$ cat src/rtl/mtr_drv_if.sv
// Speed-command / bridge-drive bundle between heading controller and mtr_drv.
// MTR_BRAKE_EN adds the brake request line.
interface mtr_drv_if;
  logic signed [11:0] lft_spd;
  logic signed [11:0] rght_spd;
  logic               lftPWM1;
  logic               lftPWM2;
  logic               rghtPWM1;
  logic               rghtPWM2;
  logic               period_strt;
`ifdef MTR_BRAKE_EN
  logic               brake;
`endif

  modport master (
`ifdef MTR_BRAKE_EN
    output brake,
`endif
    output lft_spd,
    output rght_spd,
    input  lftPWM1,
    input  lftPWM2,
    input  rghtPWM1,
    input  rghtPWM2,
    input  period_strt
  );

  modport slave (
`ifdef MTR_BRAKE_EN
    input  brake,
`endif
    input  lft_spd,
    input  rght_spd,
    output lftPWM1,
    output lftPWM2,
    output rghtPWM1,
    output rghtPWM2,
    output period_strt
  );
endinterface

$ cat src/rtl/mtr_drv.sv
// Dual H-bridge PWM driver: period-aligned duty latch plus dead-time.
// Optional MTR_BRAKE_EN forces both channels to low-side-on.
module mtr_drv #(
  parameter int DEAD = 32
) (
  input logic       clk,
  input logic       rst,
  mtr_drv_if.slave  bus
);

  localparam logic [7:0]         DEAD8 = 8'(DEAD);
  localparam logic signed [11:0] SMAX  = 12'sd1023;
  localparam logic signed [11:0] SMIN  = -12'sd1024;

  // Saturate to +-1024 range, then offset by 1024 (flip of bit 10).
  function automatic logic [10:0] to_duty(input logic signed [11:0] s);
    if (s > SMAX) return 11'h7ff;
    if (s < SMIN) return 11'h000;
    return s[10:0] ^ 11'h400;
  endfunction

  logic [10:0]       cnt_q, cnt_d;
  logic              ps_q, ps_d;
  logic [1:0][10:0]  duty_q, duty_d;
  logic [1:0]        prev_q;
  logic [1:0]        raw;
  logic [1:0][7:0]   dead_q, dead_d;
  logic [1:0]        p1_q, p1_d;
  logic [1:0]        p2_q, p2_d;
  logic [1:0][11:0]  spd;
  logic              brk;

  assign spd[0] = bus.lft_spd;
  assign spd[1] = bus.rght_spd;

`ifdef MTR_BRAKE_EN
  assign brk = bus.brake;
`else
  assign brk = 1'b0;
`endif

  // Outputs follow the next-state dead counter so the gap is exactly DEAD.
  always_comb begin
    cnt_d  = cnt_q + 11'd1;
    ps_d   = (cnt_q == 11'd0);
    duty_d = duty_q;
    raw    = '0;
    dead_d = dead_q;
    p1_d   = '0;
    p2_d   = '0;
    for (int ch = 0; ch < 2; ch++) begin
      if (cnt_q == 11'h7ff)
        duty_d[ch] = to_duty(signed'(spd[ch]));
      raw[ch] = (cnt_q < duty_q[ch]) & ~brk;
      if (raw[ch] != prev_q[ch])
        dead_d[ch] = DEAD8;
      else if (dead_q[ch] != 8'd0)
        dead_d[ch] = dead_q[ch] - 8'd1;
      p1_d[ch] = (dead_d[ch] == 8'd0) & raw[ch];
      p2_d[ch] = (dead_d[ch] == 8'd0) & ~raw[ch];
    end
  end

  always_ff @(posedge clk or posedge rst) begin
    if (rst) begin
      cnt_q  <= '0;
      ps_q   <= 1'b0;
      duty_q <= {2{11'd1024}};
      prev_q <= '0;
      dead_q <= {2{DEAD8}};
      p1_q   <= '0;
      p2_q   <= '0;
    end else begin
      cnt_q  <= cnt_d;
      ps_q   <= ps_d;
      duty_q <= duty_d;
      prev_q <= raw;
      dead_q <= dead_d;
      p1_q   <= p1_d;
      p2_q   <= p2_d;
    end
  end

  assign bus.lftPWM1     = p1_q[0];
  assign bus.lftPWM2     = p2_q[0];
  assign bus.rghtPWM1    = p1_q[1];
  assign bus.rghtPWM2    = p2_q[1];
  assign bus.period_strt = ps_q;

endmodule

$ cat src/flat_wrapper.sv
// flat-port wrapper written by rule: the top's interface ports become plain ports
module mtr_drv_flat 
#(
  parameter int DEAD = 32
)
  (clk, rst, bus_lft_spd, bus_rght_spd, bus_lftPWM1, bus_lftPWM2, bus_rghtPWM1, bus_rghtPWM2, bus_period_strt);
  mtr_drv_if bus_i ();
  input logic clk;
  input logic rst;
  input wire logic [$bits(bus_i.lft_spd)-1:0] bus_lft_spd;
  input wire logic [$bits(bus_i.rght_spd)-1:0] bus_rght_spd;
  output wire logic [$bits(bus_i.lftPWM1)-1:0] bus_lftPWM1;
  output wire logic [$bits(bus_i.lftPWM2)-1:0] bus_lftPWM2;
  output wire logic [$bits(bus_i.rghtPWM1)-1:0] bus_rghtPWM1;
  output wire logic [$bits(bus_i.rghtPWM2)-1:0] bus_rghtPWM2;
  output wire logic [$bits(bus_i.period_strt)-1:0] bus_period_strt;
  assign bus_i.lft_spd = bus_lft_spd;
  assign bus_i.rght_spd = bus_rght_spd;
  assign bus_lftPWM1 = bus_i.lftPWM1;
  assign bus_lftPWM2 = bus_i.lftPWM2;
  assign bus_rghtPWM1 = bus_i.rghtPWM1;
  assign bus_rghtPWM2 = bus_i.rghtPWM2;
  assign bus_period_strt = bus_i.period_strt;
  mtr_drv #(.DEAD(DEAD)) u_core (.clk(clk), .rst(rst), .bus(bus_i));
endmodule
$ cat config.mk
export PLATFORM = sky130hd
export DESIGN_NAME = mtr_drv_flat
export DESIGN_NICKNAME = d
export VERILOG_FILES = /design/src/rtl/mtr_drv_if.sv /design/src/rtl/mtr_drv.sv /design/src/flat_wrapper.sv
export SDC_FILE = /design/constraint.sdc
export NUM_CORES = 1
export LEC_CHECK = 0
export ABC_CLOCK_PERIOD_IN_PS = 6830
export BUFFER_PORTS_ARGS = -buffer_cell sky130_fd_sc_hd__buf_2
export CAP_MARGIN = 30
export CORE_MARGIN = 4
export CORE_UTILIZATION = 60
export CTS_CLUSTER_DIAMETER = 60
export DETAILED_ROUTE_END_ITERATION = 8
export MAX_ROUTING_LAYER = met4
export PLACE_DENSITY = 0.81
export SYNTH_ARGS = -nofsm -noshare
export SYNTH_HDL_FRONTEND = slang
export SYNTH_SLANG_ARGS = --single-unit
$ cat constraint.sdc
create_clock -name clk -period 6.83 [get_ports clk]
set_input_delay 0.3415 -clock clk [delete_from_list [all_inputs] [get_ports clk]]
set_output_delay 0.3415 -clock clk [all_outputs]
set_load 0.1 [all_outputs]
==> results of run 1 <==
-- metal layers --
metal | vias up | GRT usage | part of all wire
met5 | - | - | 0
met4 | 0 | 0.0760 | 0.013
li1 | 1241 | - | -
met3 | 7 | 0.0291 | 0.042
met2 | 64 | 0.342 | 0.47
met1 | 1158 | 0.283 | 0.48
-- critical path, delay by kind of cell, from the launching register on --
| kind | cells | cell delay, ns |
|---|---|---|
| buf+inv | 1 | 0.04 |
| flops | 1 | 0.54 |
| compound gates | 1 | 0.40 |
| fa+ha+maj | 1 | 0.30 |
| simple gates | 4 | 1.05 |
-- report_power, final --
part	internal, uW	switching, uW	total (uW)	leakage (uW)
combinational	7.90	12.8	20.7	0.00120
sequential	331	0	331	0.000628
clock	83.0	101	184	0.0000455
-- worst max-delay path by stage --
| stage | start | to | slack [ns] | depth (start not counted) |
|---|---|---|---|---|
| 6_report | u_core.duty_q[21]$_DFFE_PP1N_ | u_core.dead_q[11]$_DFF_PP0_ | 4.34 | 7 |
| 4_1_cts | u_core.duty_q[21]$_DFFE_PP1N_ | u_core.dead_q[11]$_DFF_PP0_ | 4.37 | 7 |
| 5_1_grt | u_core.duty_q[21]$_DFFE_PP1N_ | u_core.dead_q[11]$_DFF_PP0_ | 4.20 | 7 |
| 3_3_place_gp | u_core.duty_q[21]$_DFFE_PP1N_ | u_core.dead_q[12]$_DFF_PP0_ | 4.51 | 7 |
| 3_5_place_dp | u_core.duty_q[21]$_DFFE_PP1N_ | u_core.dead_q[11]$_DFF_PP0_ | 4.38 | 7 |
| 2_1_floorplan | u_core.duty_q[21]$_DFFE_PP1N_ | u_core.dead_q[11]$_DFF_PP0_ | 4.69 | 7 |
-- registers in the layout (all words and copies together) (netlist names) --
name / cells
u_core.duty_q: 22
u_core.dead_q: 16
u_core.cnt_q: 11
u_core.p1_q: 2
u_core.p2_q: 2
u_core.prev_q: 2
u_core.bus.period_strt: 1
-- cells by family after synthesis --
group                      after synthesis
and+or+nand+nor                        117
buffers and inverters                   43
adders and majority gates               26
AOI/OAI and AO/OA                       78
xor gates and xnor gates                16
DFF                                     56
muxes                                    3
-- layout by cell type, fill, tap and decap left out, types with 5 or more instances in the layout --
cell type and n:
nor3_1 14, ha_1 26, nand4_1 5, inv_1 31, xnor2_1 13, nor4_1 10, a21oi_1 11, dfrtp_1 52
and3_1 5, nand2b_1 5, nand2_1 36, nand3_1 6, nor2_1 9, buf_2 30, nor2b_1 5, o21ai_0 50
clkbuf_8 6
-- final cells by class --
class	instances	area (um2)
timing repair buffer	31	158
sequential	56	1410
inverter	32	120
multi-input combinational	240	1580
tap	70	87.6
fill	427	1660
clock buffer	8	90.1
-- cell usage after synthesis (6+ instances only) --
cell	n	area [um2]
nand2_1	36	135
ha_1	26	325
nor4_1	10	62.6
dfrtp_1	52	1300
a21oi_1	11	55.1
nor2_1	9	33.8
clkbuf_1	11	41.3
nor3_1	14	70.1
o21ai_0	50	250
xnor2_1	13	114
inv_1	32	120
nand3_1	6	30.0
-- stage by stage --
stage	hold slack (ns)	instances	total power (uW)
3_5_place_dp	0.440	429	359
3_3_place_gp	0.445	429	358
6_report	0.213	437	536
2_1_floorplan	0.419	339	349
5_1_grt	0.222	437	555
4_1_cts	0.206	437	541
==> flow_summary.toml, run 1 <==
[synthesis]
postSynthCellCount = 339
synth_top_family_by_area = "simple AND/OR/NAND/NOR gates"
synth_xor_area_frac = 0.0445
ys_seq_area_frac = 0.446
synth-compound-area-share = 0.141
synth_warnings = 0
yosys.area_share.simple = 0.204
synth_mux_area_frac = 0.00992
synth_edf_count = 0
ys_async_sr_fraction = 1.00
ys_ff_latch = 56
syn-num-nets = 391
syn_avg_cell_area_um2 = 9.30
ys_dominant_reg_cell = "dfrtp_1"
synth.cell_area_um2 = 3150
synth_fa_ha_area_frac = 0.103
synth_cell_type_count = 43

[timing]
slew_headroom = 0.430
setup_slack_ns = 4.34
finalHoldViolations = 0
max_slew.worst_pin.slew_ns = 0.848
grt_setup_unrepaired = "no"
skew_ns = 0.00870
fmax_mhz = 401
fin_tns_setup_ns = 0
setup_viol = 0
post-route-min-period_ns = 2.49
slew_viol_final = 0
fin_crit_sh = 0.365

[critical_path]
reg2reg_to = "u_core.dead_q[11]$_DFF_PP0_"
path_cells = "inv_1 -> ha_1 -> nand4_1 -> nor3_1 -> a221o_1 -> nor3_1 -> nor4_1"
slowest_stage = "nor3_1"
worstSetupStartpointType = "register"
path_common_cell = "nor3_1"
worstPathMaxFanout = 8
r2r-start = "u_core.duty_q[21]$_DFFE_PP1N_"
reg2reg_setup_slack_ns = 4.34
cp.arrival_ns = 2.64
critPathMaxStageDelay_ns = 0.71
endpoint_kind = "register"
worstPathRequired_ns = 6.98
rr_worst_depth = 7
worstSetupPathType = "register to register"

[grt]
grtUsageTotal = 0.214
grt_overflow = 0
grt_pass1_wl_um = 10700
grt_max_degree = 57
grt_antenna_before_repair = 0
grt_pass1_vias = 2391

[cts]
cts_tree = "built"
cts-root-buf = "clkbuf_8"
cts_hold_buffers = 0
cts_buffer_depth = 2
ctsResizeCount = 0
cts.htree.levels = 2
clkLatencyLatePin_ns = 0.31
cts_buffers = 5
cts_setup_buffers = 0
clk_pin_slew_ns = 0.09
cts_sinks = 56

[detailed_routing]
drt_iter0_drc = 140
vias = 2470
avgRoutedWirePerCell_um = 14.1
via_per_inst = 5.65
drt_first_pass_iters = 4
wl_um = 6170
ant_nets = 0
drcViolationCount = 0

[die]
initial_core_util = 0.617
die_h_um = 80.5
die_w_um = 80.5
io_pins = 31
rows = 26
core_um2 = 5110
dieArea_um2 = 6480

[cells_and_area]
diodes = 0
fin_nets = 418
drive_above_1_share = 0.134
finalInstanceArea_um2 = 3450
fin_util = 0.675
area_growth_pct = 9.33

[pwr]
p_per_area_nw_per_um2 = 156
p_leak_uw = 0.00188
peakVddDrop_mv = 0.116

[hold_path]
holdPathStages = 2
min_path_type = "input pin to register"
hold_end = "u_core.duty_q[10]$_DFFE_PP1N_"
hold_start = "bus_lft_spd[11]"

[placement]
pre_cts_slack_ns = 4.38
detailed_place_hpwl_um = 4520
gp_congestion = 1.02
numPortBuffers = 30
place_area_um2 = 3360

[job]
drv_cap = 0

[outcome]
status = "completed"
No activity file was read; power rests on OpenSTA's default activity.
==> run 2, diff against run 1 <==
--- a/config.mk
+++ b/config.mk
@@ -5,15 +5,15 @@
 export SDC_FILE = /design/constraint.sdc
 export NUM_CORES = 1
 export LEC_CHECK = 0
-export ABC_CLOCK_PERIOD_IN_PS = 6830
+export ABC_CLOCK_PERIOD_IN_PS = 2600
 export BUFFER_PORTS_ARGS = -buffer_cell sky130_fd_sc_hd__buf_2
 export CAP_MARGIN = 30
 export CORE_MARGIN = 4
-export CORE_UTILIZATION = 60
+export CORE_UTILIZATION = 59
 export CTS_CLUSTER_DIAMETER = 60
 export DETAILED_ROUTE_END_ITERATION = 8
 export MAX_ROUTING_LAYER = met4
-export PLACE_DENSITY = 0.81
+export PLACE_DENSITY = 0.8
 export SYNTH_ARGS = -nofsm -noshare
 export SYNTH_HDL_FRONTEND = slang
 export SYNTH_SLANG_ARGS = --single-unit
==> constraint.sdc (replaced) <==
create_clock -name clk -period 2.6 [get_ports clk]
set_input_delay 0.13 -clock clk [delete_from_list [all_inputs] [get_ports clk]]
set_output_delay 0.13 -clock clk [all_outputs]
set_load 0.1 [all_outputs]
==> flow_summary.toml, run 2 (synthesized netlist as in run 1, its figures left out) <==
[critical_path]
worstPathMaxFanout = 7
endpoint_kind = "register"
cp.arrival_ns = 2.52
worstSetupPathType = "register to register"
worstPathRequired_ns = 2.82
worstSetupStartpointType = "register"

[cells_and_area]
finalInstanceArea_um2 = 3490
area_growth_pct = 10.7
final_cell_mix = "dfrtp_1, o21ai_0, nand2_1"
largest_reg_flops = 22
fin_nets = 424
diodes = 0
final_common_cell = "dfrtp_1"
nFillCells = 417
drive_above_1_share = 0.142
largest_register = "u_core.duty_q"
reg_top3 = "u_core.duty_q (22), u_core.dead_q (16), u_core.cnt_q (11)"

[detailed_routing]
via_per_inst = 5.59
wl_um = 6120
dr_wl_met3_um = 326
routed.top_layer = "met4"
vias = 2469
drt_iter0_drc = 99
ant_nets = 0
avgRoutedWirePerCell_um = 13.8
wl_met1_um = 2720
drt_first_pass_iters = 4
wl_met2_um = 2960
drcViolationCount = 0

[cts]
cts_buffers = 5
cts.htree.levels = 2
cts-root-buf = "clkbuf_8"
cts_buffer_depth = 2
clk_pin_slew_ns = 0.09
cts_sinks = 56
cts_setup_buffers = 0
cts_tree = "built"
clkLatencyLatePin_ns = 0.31

[outcome]
status = "completed"

[die]
core_um2 = 5140
rows = 26
io_pins = 31
initial_core_util = 0.613
die_h_um = 81.1
die_w_um = 81.1
dieArea_um2 = 6580

[placement]
place_area_um2 = 3380
gp_congestion = 0.978
numPortBuffers = 30
pre_cts_slack_ns = 0.320
detailed_place_hpwl_um = 4620

[timing]
slew_viol_final = 0
setup_viol = 0
fmax_mhz = 435
post-route-min-period_ns = 2.30
fin_tns_setup_ns = 0
max_slew.worst_pin.slew_ns = 0.646
fin_crit_sh = 0.884
slew_headroom = 0.570
hold_slack_ns = 0.115
grt_setup_unrepaired = "no"
finalHoldViolations = 0
skew_ns = 0.00448
setup_slack_ns = 0.302

[grt]
grt_antenna_before_repair = 0
grtUsageTotal = 0.219
grt_max_degree = 45
grt_overflow = 0
grt_pass1_wl_um = 10900
grt_pass1_vias = 2425

[pwr]
peakVddDrop_mv = 0.362
p_per_area_nw_per_um2 = 396
p_leak_uw = 0.00190

[job]
drv_cap = 0

[hold_path]
min_path_type = "input pin to register"
run 2: cell count changes in the layout (fill, tap and decap cells not counted):
cell / change
buf_4: +3
clkbuf_1: -2
clkbuf_8: -1
clkinv_2: +1
clkinvlp_4: +1
dlygate4sd3_1: +3
run 2: worst paths after layout:
kind	start	to	slack, ns	cells past startpoint
setup / recovery	u_core.dead_q[10]$_DFF_PP0_	u_core.p1_q[1]$_DFF_PP0_	0.30	5
hold / removal	bus_rght_spd[9]	u_core.duty_q[20]$_DFFE_PP0N_	0.12	3
setup reg to reg	u_core.dead_q[10]$_DFF_PP0_	u_core.p1_q[1]$_DFF_PP0_	0.30	5
hold reg to reg	u_core.prev_q[0]$_DFF_PP0_	u_core.p2_q[0]$_DFF_PP0_	0.47	1
max in group asynchronous	rst	u_core.duty_q[21]$_DFFE_PP1N_	1.66	4
min in group asynchronous	rst	u_core.dead_q[1]$_DFF_PP0_	0.31	3
run 2: final cells by class:
| class | count | area (um2) | area share |
|---|---|---|---|
| Sequential cell | 56 | 1410 | 0.403 |
| Timing Repair Buffer | 37 | 210 | 0.0602 |
| Tap cell | 70 | 87.6 | 0.0251 |
| Clock buffer | 5 | 68.8 | 0.0197 |
| Inverter | 32 | 120 | 0.0344 |
| Clock inverter | 2 | 12.5 | 0.00359 |
| Multi-Input combinational cell | 240 | 1580 | 0.454 |
run 2: timing repair:
item | 4_1_cts | 5_1_grt
hold endpoints to repair | 15 | 0
hold buffers | 3 | 0
resized for setup | 0 | 0
run 2: worst max-delay path, stage by stage (launching register included):
cell,delay [ns]
dfrtp_1,0.45
or4_4,0.60
nor3_4,0.31
a21oi_1,0.11
or4b_1,0.58
nor4_2,0.15
run 2: through the flow:
step	instances	util	power, uW
after floorplan	339	-	917
after global placement	432	0.657	942
after detailed placement	432	0.657	943
after CTS	442	0.679	1400
after global routing	442	0.679	1450
final	442	0.679	1380
run 2: power by group:
group	leakage, uW	switching, uW	internal (uW)	total (uW)
Combinational	0.00123	33.1	24.7	57.7
Sequential	0.000628	0	870	870
Clock	0.0000400	272	183	455
Total	0.00190	305	1080	1380
run 2: per-layer routing:
layer,track usage,up-vias
li1,-,1257
met1,0.276,1135
met2,0.358,66
met3,0.0344,11
met4,0.0828,0
met5,-,-
